$ cat src/rtl/and_stage_sched.sv
// and_stage_sched: round-robin arbiter feeding a shared two-stage AND pipeline.
// Stage 1 captures the winning operand pair, stage 2 holds the registered AND
// result with its source ID under a valid/ready handshake.
module and_stage_sched #(
  parameter int WIDTH = 1,
  parameter int CNT_W = 8
) (
  input  logic             clk,
  input  logic             rst,
  input  logic             req0_valid,
  input  logic [WIDTH-1:0] req0_a,
  input  logic [WIDTH-1:0] req0_b,
  output logic             req0_ready,
  input  logic             req1_valid,
  input  logic [WIDTH-1:0] req1_a,
  input  logic [WIDTH-1:0] req1_b,
  output logic             req1_ready,
  output logic             out_valid,
  output logic [WIDTH-1:0] out_data,
  output logic             out_src,
  input  logic             out_ready,
  output logic [CNT_W-1:0] gnt_cnt0,
  output logic [CNT_W-1:0] gnt_cnt1
);

  localparam logic [CNT_W-1:0] CNT_MAX = '1;

  logic             s1_valid;
  logic [WIDTH-1:0] s1_a;
  logic [WIDTH-1:0] s1_b;
  logic             s1_src;
  logic             last;

  logic             s2_load;
  logic             s1_load;
  logic             grant0;
  logic             grant1;
  logic             accept0;
  logic             accept1;
  logic             any_accept;
  logic             win_id;
  logic [WIDTH-1:0] win_a;
  logic [WIDTH-1:0] win_b;

  // Pipeline advance conditions, round-robin grant and winner operand mux.
  // Acceptance is masked during reset so nothing is taken while flushing.
  always_comb begin
    s2_load    = !out_valid || out_ready;
    s1_load    = !s1_valid || s2_load;
    grant0     = req0_valid && (!req1_valid || last);
    grant1     = req1_valid && (!req0_valid || !last);
    accept0    = grant0 && s1_load && !rst;
    accept1    = grant1 && s1_load && !rst;
    any_accept = accept0 || accept1;
    win_id     = accept1;
    win_a      = accept1 ? req1_a : req0_a;
    win_b      = accept1 ? req1_b : req0_b;
  end

  assign req0_ready = accept0;
  assign req1_ready = accept1;

  // Stage 2: register the AND of stage 1 whenever the consumer side can move.
  always_ff @(posedge clk) begin
    if (rst) begin
      out_valid <= 1'b0;
      out_data  <= '0;
      out_src   <= 1'b0;
    end else if (s2_load) begin
      out_valid <= s1_valid;
      out_data  <= s1_a & s1_b;
      out_src   <= s1_src;
    end
  end

  // Stage 1: capture the winning pair; with no winner only the valid drops.
  always_ff @(posedge clk) begin
    if (rst) begin
      s1_valid <= 1'b0;
      s1_a     <= '0;
      s1_b     <= '0;
      s1_src   <= 1'b0;
    end else if (s1_load) begin
      s1_valid <= any_accept;
      if (any_accept) begin
        s1_a   <= win_a;
        s1_b   <= win_b;
        s1_src <= win_id;
      end
    end
  end

  // Arbiter pointer and saturating per-requester acceptance counters.
  // The pointer resets to 1 so requester 0 wins the first tie.
  always_ff @(posedge clk) begin
    if (rst) begin
      last     <= 1'b1;
      gnt_cnt0 <= '0;
      gnt_cnt1 <= '0;
    end else begin
      if (any_accept) begin
        last <= win_id;
      end
      if (accept0 && (gnt_cnt0 != CNT_MAX)) begin
        gnt_cnt0 <= gnt_cnt0 + CNT_W'(1);
      end
      if (accept1 && (gnt_cnt1 != CNT_MAX)) begin
        gnt_cnt1 <= gnt_cnt1 + CNT_W'(1);
      end
    end
  end

endmodule

$ cat config.mk
export PLATFORM = sky130hd
export DESIGN_NAME = and_stage_sched
export DESIGN_NICKNAME = d
export VERILOG_FILES = /design/src/rtl/and_stage_sched.sv
export SDC_FILE = /design/constraint.sdc
export NUM_CORES = 1
export LEC_CHECK = 0
export ABC_AREA = 1
export ABC_CLOCK_PERIOD_IN_PS = 1300
export BUFFER_PORTS_ARGS = -buffer_cell sky130_fd_sc_hd__buf_2
export CORE_AREA = 2 2 60 62
export DETAILED_ROUTE_END_ITERATION = 16
export DIE_AREA = 0 0 62 64
export GPL_ROUTABILITY_DRIVEN = 0
export GPL_TIMING_DRIVEN = 1
export HOLD_SLACK_MARGIN = 0.12
export PLACE_DENSITY = 0.69
export SETUP_SLACK_MARGIN = 0.3
export SLEW_MARGIN = 20
export SYNTH_ARGS = -nofsm -noshare
export SYNTH_HDL_FRONTEND = slang
export SYNTH_SLANG_ARGS = --single-unit
$ cat constraint.sdc
create_clock -name clk -period 1.3 [get_ports clk]
set_clock_uncertainty 0.2 [all_clocks]
set_input_delay 0.195 -clock clk [delete_from_list [all_inputs] [get_ports clk]]
set_output_delay 0.195 -clock clk [all_outputs]
set_load 0.02 [all_outputs]
==> results of run 1 <==
-- state kept, by name, indices dropped and copies added, names as in the netlist --
name       flops
out_data       1
s1_b           1
out_valid      1
out_src        1
s1_a           1
gnt_cnt1       8
last           1
s1_valid       1
s1_src         1
gnt_cnt0       8
-- final timing paths --
kind	startpoint	endpoint	cells past startpoint
max	last$_SDFFE_PP1P_	req1_ready	4
min	req0_a	s1_a$_SDFFE_PP0P_	5
max reg2reg	gnt_cnt1[0]$_SDFFE_PP0P_	gnt_cnt1[3]$_SDFFE_PP0P_	7
min reg2reg	s1_src$_SDFFE_PP0P_	s1_src$_SDFFE_PP0P_	2
-- power breakdown --
part / internal, W / total [W] / switching (W)
Clock: 0.000120 / 0.000355 / 0.000236
Combinational: 0.000159 / 0.000334 / 0.000175
Sequential: 0.000741 / 0.000767 / 0.0000262
-- synthesized netlist by cell type --
library cell   n  area (um^2)
nand3b_1       1         7.51
nand3_1       17         85.1
buf_2          1         5.00
nor2_4         4         45.0
inv_2          5         18.8
o21ai_0        4         20.0
nand2_4        1         11.3
nand3_2        2         20.0
a31oi_1        1         6.26
buf_4          2         15.0
xor2_1         2         17.5
a21oi_1       10         50.1
ha_1           2         25.0
inv_1         23         86.3
a21oi_2        3         26.3
nor2_2         3         18.8
nand2_1       63          236
dfxtp_1       24          480
o211ai_1       1         7.51
nor2_1        27          101
nand3_4        4         70.1
nand4_1        4         25.0
nand2_2        3         18.8
buf_6          2         22.5
nor2_8         1         20.0
o21ai_1        3         15.0
-- critical path, cell delays in order, from the launching register on --
cell	delay, ns
dfxtp_4	0.39
nand2_4	0.08
nand3_4	0.10
nor2_8	0.11
buf_6	0.12
-- stage by stage --
step / hold WS [ns] / std cells
floorplan: 0.183 / 213
global placement: 0.250 / 308
detailed placement: 0.263 / 308
CTS: -0.0101 / 335
global route: 0.0258 / 343
finish: -0.00232 / 343
-- logic make-up (layout without fill, tap and decap cells) --
kind of cell             count (synthesis)  in the layout  synth area share [%]
adder cells (fa/ha/maj)                  2              2                  1.72
AO/OA/AOI/OAI                           22             22                  8.60
buffers and inverters                   33            117                  10.1
AND/OR/NAND/NOR                        130            130                  45.3
XOR/XNOR                                 2              2                  1.20
flip-flops                              24             24                  33.0
-- cell type report --
| type | instances | area (um^2) |
|---|---|---|
| Inverter | 28 | 113 |
| Sequential cell | 24 | 544 |
| Fill cell | 214 | 728 |
| Timing Repair Buffer | 85 | 771 |
| Tap cell | 46 | 57.6 |
| Multi-Input combinational cell | 156 | 1040 |
| Clock buffer | 4 | 26.3 |
-- metal layers --
| layer | vias to the layer above | GRT usage, % |
|---|---|---|
| met3 | 14 | 3.64 |
| li1 | 840 | - |
| met1 | 814 | 26.2 |
| met4 | 0 | 7.98 |
| met2 | 34 | 35.5 |
| met5 | - | 0 |
-- what timing repair did --
item / 4_1_cts / 5_1_grt
cloned: 0 / 0
pin swaps: 7 / 26
resized for setup: 72 / 46
setup buffers: 22 / 8
endpoints found under the setup margin: 45 / 45
endpoints found under the hold margin: 5 / 4
==> impl_metrics.yaml, run 1 <==
route:
  drtIter0Drc: 71
  drc: 0
  dr.pass1.iters: 4
  vias: 1702
  drt-met1-wl_um: 1870
  ant_nets: 0
  top_layer: "met4"
  dr_wl_met3_um: 120
  dr_wl_met2_um: 2260
  avgRoutedWirePerCell_um: 12.9
  drt_wl_total_um: 4410
  vias_per_cell: 4.96
grt:
  grt.overflow.total: 0
  grt_max_degree: 14
  grt_first_pass_wirelength_um: 6550
  grt_use_total_pct: 21.2
  antenna_found_initial: 0
  first_global_vias: 1593
cells_and_area:
  design_area_mm2: 0.00256
  drive_above_1_share_pct: 59.9
  final_common_cell: "nand2_1"
  diodes: 0
  utilization_pct: 77.8
  finalNetCount: 309
  syn_to_final_growth_pct: 75.7
  final_cell_mix: "nand2_1, buf_6, buf_4"
yosys:
  syn-num-nets: 224
  avgSynthCellArea_um2: 6.83
  ys_seq_elements: 24
  syn_inst: 213
  synth.distinct_cells: 26
  yosysSeqAreaShare_pct: 33.0
  yosysWarnings: 0
  synth_area_mm2: 0.00146
floorplan:
  rows: 21
  die_area_mm2: 0.00397
  die_w_um: 62
  core_mm2: 0.00328
  io_pins: 30
  start_util_pct: 44.3
  die_h_um: 64
critical_path:
  ff2ff_setup_slack_ns: -0.17
  startpoint_type: "flop"
  setup.worst_path.end_class: "primary output"
  critPathKind: "flop to primary output"
  critical_path_required_ns: 0.90
  crit_fanout: 3
  worst_ep_arrival_time_ns: 1.13
place:
  pre_cts_ws_ns: -0.0789
  placed_area_mm2: 0.00191
  dp_hpwl_um: 2510
  io_buffers: 29
timing:
  setup_viol: 33
  min_period_ns: 1.52
  hold_viol: 1
  period_share_pct: 117
  hold-worst-slack_ns: -0.00232
  rsz0062_at_grt: "yes"
  max_slew_margin_pct: 84.8
  worst_pin_slew_ns: 0.227
  slew_violations: 0
  setup_ws_ns: -0.222
  fmax_mhz: 657
  finalSetupTns_ns: -2.51
power:
  leakage_nw: 1.13
  ir_drop_mv: 0.405
  powerDensity_mw_per_mm2: 570
  power_w: 0.00146
status:
  violations: "negative hold slack, negative setup slack"
  outcome: "complete, but fails checks"
hold_path:
  hp-class: "input pin to flop"
clocking:
  clock_latency_ns: 0.32
  clk_pin_slew_ns: 0.15
  root_buffer: "clkbuf_4"
  cts_max_path_buffers: 2
  clock_sinks: 24
  cts.htree.levels: 1
  cts_hold_buffers: 1
  cts_tree: "done"
  cts_buffers: 3
run:
  maxCapViolCount: 0
(Power assumes the default switching activity.)
==> run 2: changes to the inputs <==
Settings changed: ABC_CLOCK_PERIOD_IN_PS 1300 to 1700, PLACE_DENSITY 0.69 to 0.66.
Clock period 1.3 ns to 1.7 ns, I/O delays scaled along.
==> run 2 against run 1 <==
  * The flow now finishes without violations
  * Register-to-register slack better by 0.36 ns
  * Worst setup slack better by 0.33 ns
  * Critical path type unchanged
  * Sequential share of layout area is 3.3 points higher
==> impl_metrics.yaml, run 2 (same netlist as run 1, synthesis figures left out) <==
status:
  outcome: "finished clean"
timing:
  setup_viol: 0
  fmax_mhz: 629
  hold_viol: 0
  max_slew_margin_pct: 84.9
  slew_violations: 0
  rsz0062_at_grt: "yes"
  hold-worst-slack_ns: 0.0910
  min_period_ns: 1.59
  period_share_pct: 93.4
  worst_pin_slew_ns: 0.226
  setup_ws_ns: 0.111
  finalSetupTns_ns: 0
place:
  io_buffers: 29
  pre_cts_ws_ns: 0.229
  dp_hpwl_um: 2380
  dp_cells: 288
critical_path:
  slowest_delay_ns: 0.39
  worst_ep_arrival_time_ns: 1.13
  crit_chain: "nand2_4 > nand3_4 > nor2_8 > buf_6"
  path_buf_inv: 1
  slowest_stage: "dfxtp_4"
  critical_path_required_ns: 1.24
  startpoint_type: "flop"
  setup.worst_path.end_class: "primary output"
  critPathKind: "flop to primary output"
  crit_fanout: 3
  path_delay_family: "flip-flops"
cells_and_area:
  syn_to_final_growth_pct: 49.2
  nFillCells: 284
  seqCellArea_um2: 534
  drive_above_1_share_pct: 49.4
  diodes: 0
  multi_input_area_um2: 976
  reg_top3: "gnt_cnt0 x8, gnt_cnt1 x8"
  finalNetCount: 283
  final_cell_mix: "nand2_1, buf_4, nor2_1"
  final_common_cell: "nand2_1"
  final_cells: 317
route:
  vias: 1517
  avgRoutedWirePerCell_um: 11.8
  drc: 0
  drtIter0Drc: 73
  vias_per_cell: 4.79
  dr.pass1.iters: 4
  ant_nets: 0
  drt_wl_total_um: 3730
grt:
  first_global_vias: 1262
  grt_use_total_pct: 18.8
  grt_first_pass_wirelength_um: 5640
  grt_max_degree: 15
  antenna_found_initial: 0
  grt.overflow.total: 0
floorplan:
  io_pins: 30
  die_area_mm2: 0.00397
  core_mm2: 0.00328
  die_w_um: 62
  die_h_um: 64
  start_util_pct: 44.3
  rows: 21
clocking:
  clk_pin_slew_ns: 0.14
  root_buffer: "clkbuf_4"
  cts_buffers: 3
  cts_hold_buffers: 4
  cts_max_path_buffers: 2
  clock_sinks: 24
  clock_latency_ns: 0.32
  cts_tree: "done"
  cts.htree.levels: 1
run:
  maxCapViolCount: 0
hold_path:
  hp-class: "input pin to flop"
power:
  powerDensity_mw_per_mm2: 566
  ir_drop_mv: 0.589
  leakage_nw: 0.969
## run 2: cell type report
class / instances / share of cell area (%)
multi-input cells: 156 / 45.0
flip-flops and latches: 24 / 24.6
repair buffers: 59 / 20.3
inverters: 28 / 5.07
well taps: 46 / 2.65
clock inverters: 1 / 1.38
clock buffers: 3 / 1.04
## run 2: what timing repair did
action                                  in CTS  in global routing
hold endpoints to repair                     3                  1
pin swaps                                    8                 17
endpoints found under the setup margin      28                 33
gates resized for setup                     29                 51
setup buffers                               11                 10
## run 2: worst min-delay path: cells and delay by family
| family | cells | cell delay (ns) |
|---|---|---|
| AOI/OAI and AO/OA | 1 | 0.08 |
| and+or+nand+nor | 1 | 0.12 |
| buffers and inverters | 1 | 0.14 |
## run 2: where the power goes
group | switching [W] | internal, W
registers | 0.0000245 | 0.000570
logic | 0.000116 | 0.0000964
clock network | 0.000182 | 0.000239
## run 2: through the flow
step           cell area (um^2)  power, W  util, %
3_5_place_dp               1690  0.000767     51.5
3_3_place_gp               1690  0.000765     51.5
5_1_grt                    2170   0.00129     66.1
6_report                   2170   0.00123     66.1
2_1_floorplan              1500  0.000722        -
4_1_cts                    1930   0.00121     58.8
## run 2: worst paths after layout
| check | slack (ns) | cells past startpoint | startpoint | endpoint |
|---|---|---|---|---|
| hold reg to reg | 0.28 | 2 | s1_src$_SDFFE_PP0P_ | s1_src$_SDFFE_PP0P_ |
| setup / recovery | 0.11 | 4 | last$_SDFFE_PP1P_ | req1_ready |
| setup reg to reg | 0.19 | 7 | out_valid$_SDFFE_PP0P_ | gnt_cnt1[6]$_SDFFE_PP0P_ |
| hold / removal | 0.09 | 3 | req1_valid | s1_valid$_SDFFE_PP0N_ |
## run 2: per-layer routing
| layer | track usage [%] | share of wire, % | vias up |
|---|---|---|---|
| met5 | 0 | 0 | - |
| met3 | 3.85 | 3.1 | 9 |
| met1 | 23.8 | 42 | 683 |
| met2 | 30.7 | 53 | 36 |
| li1 | - | - | 789 |
| met4 | 6.38 | 1.9 | 0 |
==> run 3: changes to the inputs <==
Settings changed: CTS_BUF_LIST from default to sky130_fd_sc_hd__clkbuf_16, REMOVE_ABC_BUFFERS from default to 1.
==> run 3 against run 2 <==
  * Non-clock buffer count shrank 8
  * Combinational power fell by 6%
  * Critical path type unchanged
  * Power is 20% higher
  * Sequential share of layout area shrank 0.20 points
  * Fmax increased by 7.8%
  * Die area unchanged
  * Cell count down 2.5%
  * Sequential power up 0.8%
  * Worst setup slack gained 0.12 ns
  * Clock-buffer cell count unchanged
  * Core utilization fell by 3.0 points
  * Critical path depth stayed put
==> impl_metrics.yaml, run 3 (same netlist as run 1, synthesis figures left out) <==
cells_and_area:
  final_cell_mix: "nand2_1, nor2_1, buf_2"
  syn_to_final_growth_pct: 42.3
  finalNetCount: 275
  drive_above_1_share_pct: 45.2
  final_common_cell: "nand2_1"
  diodes: 0
  utilization_pct: 63.0
  final_cells: 309
  reg_top3: "gnt_cnt0 x8, gnt_cnt1 x8"
route:
  vias: 1484
  drt_wl_total_um: 3520
  ant_nets: 0
  drc: 0
  avgRoutedWirePerCell_um: 11.4
  vias_per_cell: 4.80
  drtIter0Drc: 61
  dr.pass1.iters: 4
critical_path:
  worst_ep_arrival_time_ns: 1.02
  ff2ff_setup_slack_ns: 0.30
  crit_fanout: 4
  critPathKind: "flop to primary output"
  regToRegStartpoint: "gnt_cnt0[1]$_SDFFE_PP0P_"
  startpoint_type: "flop"
  rr_endpoint: "gnt_cnt0[0]$_SDFFE_PP0P_"
  critical_path_required_ns: 1.24
  setup.worst_path.end_class: "primary output"
  reg2regPathDepth: 7
power:
  power_frac_seq_pct: 40.7
  p_sw_w: 0.000339
  clkPwrFrac_pct: 45.7
  leakage_nw: 0.909
  switching_share_pct: 23.0
  powerDensity_mw_per_mm2: 711
  combPwrFrac_pct: 13.6
  ir_drop_mv: 0.372
  p_int_w: 0.00113
grt:
  grt_use_total_pct: 18.9
  grt_first_pass_wirelength_um: 5780
  first_global_vias: 1386
  grt.overflow.total: 0
  grt_max_degree: 15
  antenna_found_initial: 0
timing:
  hold_viol: 0
  worst_pin_slew_ns: 0.195
  period_share_pct: 86.7
  finalSetupTns_ns: 0
  rsz0062_at_grt: "yes"
  slew_violations: 0
  max_slew_margin_pct: 86.9
  min_period_ns: 1.47
  setup_viol: 0
  fmax_mhz: 679
floorplan:
  io_pins: 30
  die_h_um: 64
  die_w_um: 62
  rows: 21
  start_util_pct: 44.3
  core_mm2: 0.00328
  die_area_mm2: 0.00397
hold_path:
  min_from: "req1_a"
  hp-class: "input pin to flop"
  min_path_cells: 5
  hold_end: "s1_a$_SDFFE_PP0P_"
clocking:
  clk_pin_slew_ns: 0.06
  cts.htree.levels: 1
  clock_latency_ns: 0.26
  root_buffer: "clkbuf_16"
  cts_tree: "done"
  clock_sinks: 24
  cts_max_path_buffers: 2
  cts_buffers: 3
place:
  dp_hpwl_um: 2380
  dp_cells: 292
  io_buffers: 29
run:
  maxCapViolCount: 0
status:
  outcome: "finished clean"
==> run 3: stage by stage <==
| step | hold WS [ns] | total power [W] | setup WS (ns) | instance area, um^2 |
|---|---|---|---|---|
| 6_report | 0.122 | 0.00147 | 0.226 | 2070 |
| 4_1_cts | 0.122 | 0.00147 | 0.202 | 1930 |
| 3_3_place_gp | 0.262 | 0.000768 | 0.176 | 1680 |
| 5_1_grt | 0.176 | 0.00153 | 0.183 | 2070 |
| 3_5_place_dp | 0.276 | 0.000770 | 0.0980 | 1680 |
| 2_1_floorplan | 0.117 | 0.000706 | 0.0842 | 1410 |
==> run 3: worst max-delay path by stage <==
stage,slack [ns],depth (start not counted),end,startpoint
after global routing,0.18,4,req0_ready,s1_valid$_SDFFE_PP0N_
after floorplan,0.08,7,gnt_cnt1[5]$_SDFFE_PP0P_,gnt_cnt1[0]$_SDFFE_PP0P_
after CTS,0.20,4,req0_ready,out_valid$_SDFFE_PP0P_
final,0.23,4,req1_ready,s1_valid$_SDFFE_PP0N_
after global placement,0.18,7,gnt_cnt0[7]$_SDFFE_PP0P_,gnt_cnt0[1]$_SDFFE_PP0P_
after detailed placement,0.1,7,gnt_cnt0[7]$_SDFFE_PP0P_,gnt_cnt0[1]$_SDFFE_PP0P_
==> run 3: worst max-delay path: stages (launching register included) <==
cell     delay, ns
dfxtp_2       0.33
nand3_4       0.13
inv_4         0.06
nor2_8        0.12
buf_6         0.12
==> run 3: power by group through the flow <==
stage          logic (W)  clock network (W)  registers [W]
5_1_grt         0.000218           0.000706       0.000602
6_report        0.000200           0.000673       0.000600
2_1_floorplan  0.0000817                  0       0.000624
3_5_place_dp    0.000160                  0       0.000609
3_3_place_gp    0.000159                  0       0.000609
4_1_cts         0.000183           0.000687       0.000601
==> run 3: routing by layer <==
| layer | vias to the layer above | track usage (%) | share of wire, % |
|---|---|---|---|
| li1 | 770 | - | - |
| met1 | 679 | 24.8 | 46 |
| met2 | 30 | 30.3 | 49 |
| met3 | 5 | 2.63 | 3.0 |
| met4 | 0 | 7.45 | 1.6 |
| met5 | - | 0 | 0 |
==> run 3: repair_timing <==
action                                  4_1_cts  5_1_grt
resized for setup                            25       36
endpoints found under the hold margin         4        0
hold buffers                                  3        0
pin swaps                                     6       12
endpoints found under the setup margin       20       23
buffers inserted                              6        4
==> run 3: final cells by class <==
class / instances / area, um^2
Inverter: 28 / 110
Sequential cell: 24 / 505
Multi-Input combinational cell: 156 / 950
Timing Repair Buffer: 51 / 343
Fill cell: 316 / 1210
Clock inverter: 1 / 30.0
Tap cell: 46 / 57.6
Clock buffer: 3 / 75.1
